`config.mk`:
```
export PLATFORM = sky130hd
export DESIGN_NAME = stopwatch_ctrl
export DESIGN_NICKNAME = d
export VERILOG_FILES = /design/src/rtl/stopwatch_ctrl.sv
export SDC_FILE = /design/constraint.sdc
export NUM_CORES = 1
export LEC_CHECK = 0
export CELL_PAD_IN_SITES_DETAIL_PLACEMENT = 1
export CELL_PAD_IN_SITES_GLOBAL_PLACEMENT = 1
export CORE_ASPECT_RATIO = 0.7
export CORE_MARGIN = 2
export CORE_UTILIZATION = 30
export CTS_BUF_LIST = sky130_fd_sc_hd__clkbuf_2 sky130_fd_sc_hd__clkbuf_4 sky130_fd_sc_hd__clkbuf_8
export DETAILED_ROUTE_END_ITERATION = 10
export GPL_TIMING_DRIVEN = 0
export PLACE_DENSITY = 0.67
export REMOVE_ABC_BUFFERS = 1
export SYNTH_ARGS = -nofsm -noshare
export SYNTH_HDL_FRONTEND = slang
export SYNTH_SLANG_ARGS = --single-unit
export TNS_END_PERCENT = 50
```
`constraint.sdc`:
```
create_clock -name CLOCK -period 2.9 [get_ports CLOCK]
set_input_delay 0.29 -clock CLOCK [delete_from_list [all_inputs] [get_ports CLOCK]]
set_output_delay 0.29 -clock CLOCK [all_outputs]
set_load 0.01 [all_outputs]
```
`src/rtl/stopwatch_ctrl.sv`:
```
// -----------------------------------------------------------------------------
// stopwatch_ctrl
//   Stopwatch sequencer: owns the TICK_HZ timebase (a one-cycle enable, not a
//   derived clock) and runs the IDLE/RUN/PAUSE/LAP state machine over a BCD
//   mm:ss.cc counter. Sits between the debounced buttons and the 7-segment
//   display driver.
//
//   Assumes CLK_HZ is an exact multiple of TICK_HZ with CLK_HZ/TICK_HZ >= 2.
//
// Ports
//   CLOCK        in   1   system clock, rising edge
//   RESET_n      in   1   asynchronous active-low reset
//   start_stop   in   1   debounced single-cycle pulse
//   lap          in   1   debounced single-cycle pulse
//   clear        in   1   debounced single-cycle pulse
//   tick_100hz   out  1   one-cycle pulse per counted tick (RUN/LAP only)
//   display_bcd  out  24  {min_t, min_u, sec_t, sec_u, cs_t, cs_u}
//   running      out  1   high in RUN and LAP
//   lap_active   out  1   high in LAP
//   overflow     out  1   sticky, set on wrap from 59:59.99
// -----------------------------------------------------------------------------
module stopwatch_ctrl #(
    parameter int unsigned CLK_HZ  = 50_000_000,
    parameter int unsigned TICK_HZ = 100
) (
    input  logic        CLOCK,
    input  logic        RESET_n,
    input  logic        start_stop,
    input  logic        lap,
    input  logic        clear,
    output logic        tick_100hz,
    output logic [23:0] display_bcd,
    output logic        running,
    output logic        lap_active,
    output logic        overflow
);

    localparam int unsigned DIV = CLK_HZ / TICK_HZ;
    localparam int unsigned PW  = (DIV > 1) ? $clog2(DIV) : 1;
    localparam logic [PW-1:0] PRESC_MAX = PW'(DIV - 1);

    typedef enum logic [1:0] {
        S_IDLE  = 2'd0,
        S_RUN   = 2'd1,
        S_PAUSE = 2'd2,
        S_LAP   = 2'd3
    } state_t;

    state_t         state_q, state_d;
    logic [PW-1:0]  presc_q, presc_d;
    logic [23:0]    cnt_q, cnt_d;
    logic [23:0]    snap_q, snap_d;
    logic           ovf_q, ovf_d;
    logic           tick_q, tick_d;
    logic [24:0]    inc_res;
    logic           count_en;

    // Increment a packed mm:ss.cc BCD value by one centisecond.
    // Result is {wrap, value}; wrap is the carry out of min_t (59:59.99 -> 0).
    // Digit index 0 is cs_u; tens-of-seconds (3) and tens-of-minutes (5)
    // roll at 5, every other digit at 9.
    function automatic logic [24:0] bcd_inc(input logic [23:0] c);
        logic [23:0] r;
        logic        carry;
        logic [3:0]  d;
        logic [3:0]  lim;
        r     = c;
        carry = 1'b1;
        for (int i = 0; i < 6; i++) begin
            d   = c[4*i +: 4];
            lim = (i == 3 || i == 5) ? 4'd5 : 4'd9;
            if (carry) begin
                if (d == lim) begin
                    d = 4'd0;
                end else begin
                    d     = d + 4'd1;
                    carry = 1'b0;
                end
            end
            r[4*i +: 4] = d;
        end
        return {carry, r};
    endfunction

    assign inc_res  = bcd_inc(cnt_q);
    assign count_en = (state_q == S_RUN) || (state_q == S_LAP);

    always_comb begin
        state_d = state_q;
        presc_d = presc_q;
        cnt_d   = cnt_q;
        snap_d  = snap_q;
        ovf_d   = ovf_q;
        tick_d  = 1'b0;

        // Timebase: gated by state so a pause keeps the partial interval.
        // A button pulse on a tick edge still lets that tick count.
        if (count_en) begin
            if (presc_q == PRESC_MAX) begin
                presc_d = '0;
                tick_d  = 1'b1;
                cnt_d   = inc_res[23:0];
                if (inc_res[24]) begin
                    ovf_d = 1'b1;
                end
            end else begin
                presc_d = presc_q + PW'(1);
            end
        end

        // Priority clear > start_stop > lap; inputs not meaningful in a
        // state are simply not looked at there.
        case (state_q)
            S_IDLE: begin
                if (start_stop) begin
                    state_d = S_RUN;
                end
            end
            S_RUN: begin
                if (start_stop) begin
                    state_d = S_PAUSE;
                end else if (lap) begin
                    state_d = S_LAP;
                    snap_d  = cnt_q;    // pre-increment value if a tick coincides
                end
            end
            S_LAP: begin
                if (start_stop) begin
                    state_d = S_PAUSE;
                end else if (lap) begin
                    state_d = S_RUN;
                end
            end
            S_PAUSE: begin
                if (clear) begin
                    state_d = S_IDLE;
                    cnt_d   = '0;
                    presc_d = '0;
                    ovf_d   = 1'b0;
                end else if (start_stop) begin
                    state_d = S_RUN;
                end
            end
            default: begin
                state_d = S_IDLE;
            end
        endcase
    end

    always_ff @(posedge CLOCK or negedge RESET_n) begin
        if (!RESET_n) begin
            state_q <= S_IDLE;
            presc_q <= '0;
            cnt_q   <= '0;
            snap_q  <= '0;
            ovf_q   <= 1'b0;
            tick_q  <= 1'b0;
        end else begin
            state_q <= state_d;
            presc_q <= presc_d;
            cnt_q   <= cnt_d;
            snap_q  <= snap_d;
            ovf_q   <= ovf_d;
            tick_q  <= tick_d;
        end
    end

    // All outputs are registers or a mux of registers.
    assign tick_100hz  = tick_q;
    assign running     = count_en;
    assign lap_active  = (state_q == S_LAP);
    assign display_bcd = (state_q == S_LAP) ? snap_q : cnt_q;
    assign overflow    = ovf_q;

endmodule
```
==> results.sh <==
export IMPL_gr_total_overflow=0
export IMPL_grtUsageTotal=0.146
export IMPL_switching_share=0.333
export IMPL_vias=2881
export IMPL_die_w_um=138
export IMPL_drive_gt1_frac=0.186
export IMPL_dp_cells=544
export IMPL_p_seq_frac=0.490
export IMPL_r2r_slack_ps=270
export IMPL_synth_edff_count=0
export IMPL_synth_simple_gate_area_frac=0.238
export IMPL_cts_root_buf="clkbuf_8"
export IMPL_synth_compound_area_frac=0.0792
export IMPL_syn_inst=367
export IMPL_synth_top_family_by_area="simple AND/OR/NAND/NOR gates"
export IMPL_synth_area_leaders="dfrtp_1, mux2_2, xor2_1"
export IMPL_peakVddDrop_mv=0.419
export IMPL_drtIter0Drc=129
export IMPL_switchingPower_mw=0.907
export IMPL_grt_max_degree=65
export IMPL_final_hold_violation_count=0
export IMPL_routedWlPerCell_um=16.8
export IMPL_yosysWarnings=0
export IMPL_cpPeakStageDelay_ps=660
export IMPL_vias_per_cell=5.14
export IMPL_cap_violations=0
export IMPL_clk_latency_ps=370
export IMPL_rows=34
export IMPL_ys_ff_latch=71
export IMPL_tightest_slew_ps=911
export IMPL_synthTopCellsByCount="dfrtp_1, mux2_2, nor2_1"
export IMPL_clock_sinks=71
export IMPL_synth_flop_cell="dfrtp_1"
export IMPL_io_pins=33
export IMPL_dp_hpwl_um=6440
export IMPL_cp_start_kind="flop"
export IMPL_leakagePower_nw=1.92
export IMPL_first_pass_iters=4
export IMPL_synth_mux_area_frac=0.122
export IMPL_antenna_found_initial=0
export IMPL_io_buffer_count=32
export IMPL_syn_to_final_growth_pct=17.5
export IMPL_cts_buffers_inserted=9
export IMPL_layout_nets=400
export IMPL_crit_buf_inv=0
export IMPL_post_place_ws_ps=-635
export IMPL_place_congestion=0.835
export IMPL_finalSetupViolations=0
export IMPL_worst_ep_arrival_time_ps=2880
export IMPL_path_class="flop to flop"
export IMPL_fmax_mhz=381
export IMPL_antenna_left=0
export IMPL_coreArea_sq_um=12300
export IMPL_yosysTopAreaCellShare=0.470
export IMPL_crit_family="simple AND/OR/NAND/NOR gates"
export IMPL_slew_headroom=0.392
export IMPL_synth_distinct_cells=46
export IMPL_p_int_mw=1.82
export IMPL_cts_buffer_depth=2
export IMPL_cts_tree="yes"
export IMPL_initial_core_util=0.306
export IMPL_n_antenna_cell=0
export IMPL_cp_depth=6
export IMPL_required_ps=3150
export IMPL_crit_path_cell_trace="ha_1, and4_1, nand4_1, nor4_1, mux2_2, a22o_1"
export IMPL_synth_seq_area_share=0.470
export IMPL_worst_setup_path_end_kind="flop"
export IMPL_finClkSkew_ps=13.0
export IMPL_fin_cells=560
export IMPL_min_period_ps=2630
export IMPL_power_total_mw=2.72
export IMPL_comb_power_share=0.247
export IMPL_avgSynthCellArea_sq_um=10.3
export IMPL_ys_async_sr_fraction=1.00
export IMPL_fin_ws_ps=273
export IMPL_cts_htree_levels=3
export IMPL_die_area_sq_um=13500
export IMPL_grt_pass1_vias=3022
export IMPL_clockPowerShare=0.262
export IMPL_yosysTopAreaCell="dfrtp_1"
export IMPL_drcViolationCount=0
export IMPL_postRouteWirelength_um=9440
export IMPL_rsz0062_at_grt="false"
export IMPL_slowest_stage="nor4_1"
export IMPL_outcome="complete, no violations"
export IMPL_min_path_type="primary input to asynchronous set/reset pin"
export IMPL_finalCritPeriodShare=0.906
export IMPL_yosysMostFrequentCell="dfrtp_1"
export IMPL_synth_area_sq_um=3780
export IMPL_cp_max_fo=5
export IMPL_slew_viol_final=0
export IMPL_grt_pass1_wl_um=15900
export IMPL_clk_pin_slew_ps=70
export IMPL_postLayoutCoreUtil=0.360
export IMPL_synth_xor_area_frac=0.0533
export IMPL_power_density_nw_per_um2=614
export IMPL_synth_adder_area_share=0.00331
export IMPL_fillCellCount=1398
export IMPL_die_h_um=97.9
export IMPL_r2r_cells=6
## flip-flops by register name (all words and copies together), names as in the netlist
name / flops
state_q: 2
overflow: 1
tick_100hz: 1
presc_q: 19
snap_q: 24
cnt_q: 24
## logic make-up after synthesis
group / after synthesis
simple gates: 152
mux: 41
flops: 71
buf+inv: 28
fa+ha+maj: 1
compound gates: 51
xor+xnor: 23
## metrics by stage
step	cell area [sq um]	TNS, ps	hold WS (ps)
2_1_floorplan	3690	0	-5.59
4_1_cts	4430	0	293
3_3_place_gp	4210	-75140	485
6_report	4440	0	290
3_5_place_dp	4240	-5130	127
5_1_grt	4440	0	296
## worst reg2reg max path: cells and delay by family, from the launching register on
kind	cells	cell delay (ps)
AOI/OAI and AO/OA	1	170
DFF	1	450
muxes	1	410
and+or+nand+nor	3	1200
adders and majority gates	1	290
## routing by layer
layer	up-vias	track usage	wire [um]
li1	1377	-	-
met1	1457	0.205	4820
met2	37	0.222	4240
met3	10	0.0333	261
met4	0	0.0502	114
met5	-	0	0
## layout make-up
| type | count | area [sq um] | share of cell area |
|---|---|---|---|
| clock buffers | 11 | 145 | 0.0327 |
| well taps | 162 | 203 | 0.0457 |
| repair buffers | 34 | 355 | 0.0801 |
| multi-input cells | 268 | 1890 | 0.427 |
| flip-flops and latches | 71 | 1780 | 0.401 |
| clock inverters | 4 | 22.5 | 0.00508 |
| inverters | 10 | 38.8 | 0.00874 |
## cell usage in the layout, fill, tap and decap left out, types with 2 or more instances in the layout
master	Yosys	layout
clkdlybuf4s50_1	0	31
xnor2_1	6	6
nand3b_1	2	2
dfrtp_1	71	70
xor2_1	17	17
nor2_1	31	30
or3_1	5	5
nand4_1	11	11
a21oi_1	16	16
and2_1	2	2
mux2_2	41	41
nand2_1	26	25
nor2b_1	7	7
nand3_1	21	21
o21ai_0	21	21
o31ai_1	7	7
and4_1	3	3
nor4bb_1	2	2
nor4_1	4	4
nor3_1	5	5
and4b_1	2	2
and4bb_2	5	5
inv_1	9	9
clkbuf_8	0	10
and3_1	7	7
clkinv_2	0	4
nor4b_1	2	2
or4_1	7	7
## timing repair
item | in CTS | in global routing
gates cloned | 0 | 0
endpoints found under the setup margin | 25 | 5
endpoints found under the hold margin | 7 | 0
buffers inserted | 0 | 0
hold buffers | 1 | 0
resized for setup | 4 | 1
## power by group through the flow
| stage | clock network [mW] | registers [mW] | logic [mW] |
|---|---|---|---|
| 5_1_grt | 0.785 | 1.37 | 0.745 |
| 2_1_floorplan | 0 | 1.28 | 0.413 |
| 3_5_place_dp | 0 | 1.33 | 0.689 |
| 6_report | 0.715 | 1.34 | 0.673 |
| 4_1_cts | 0.738 | 1.33 | 0.701 |
| 3_3_place_gp | 0 | 1.31 | 0.649 |
## path summary, 6_finish.rpt
path | from | end
min reg2reg | snap_q[20] | snap_q[20]
min | RESET_n | snap_q[23]
max in group asynchronous | RESET_n | state_q[0]
max | presc_q[0] | cnt_q[13]
min in group CLOCK | snap_q[20] | snap_q[20]
max reg2reg | presc_q[0] | cnt_q[13]
Note: power is estimated with default switching activity, not from simulation.
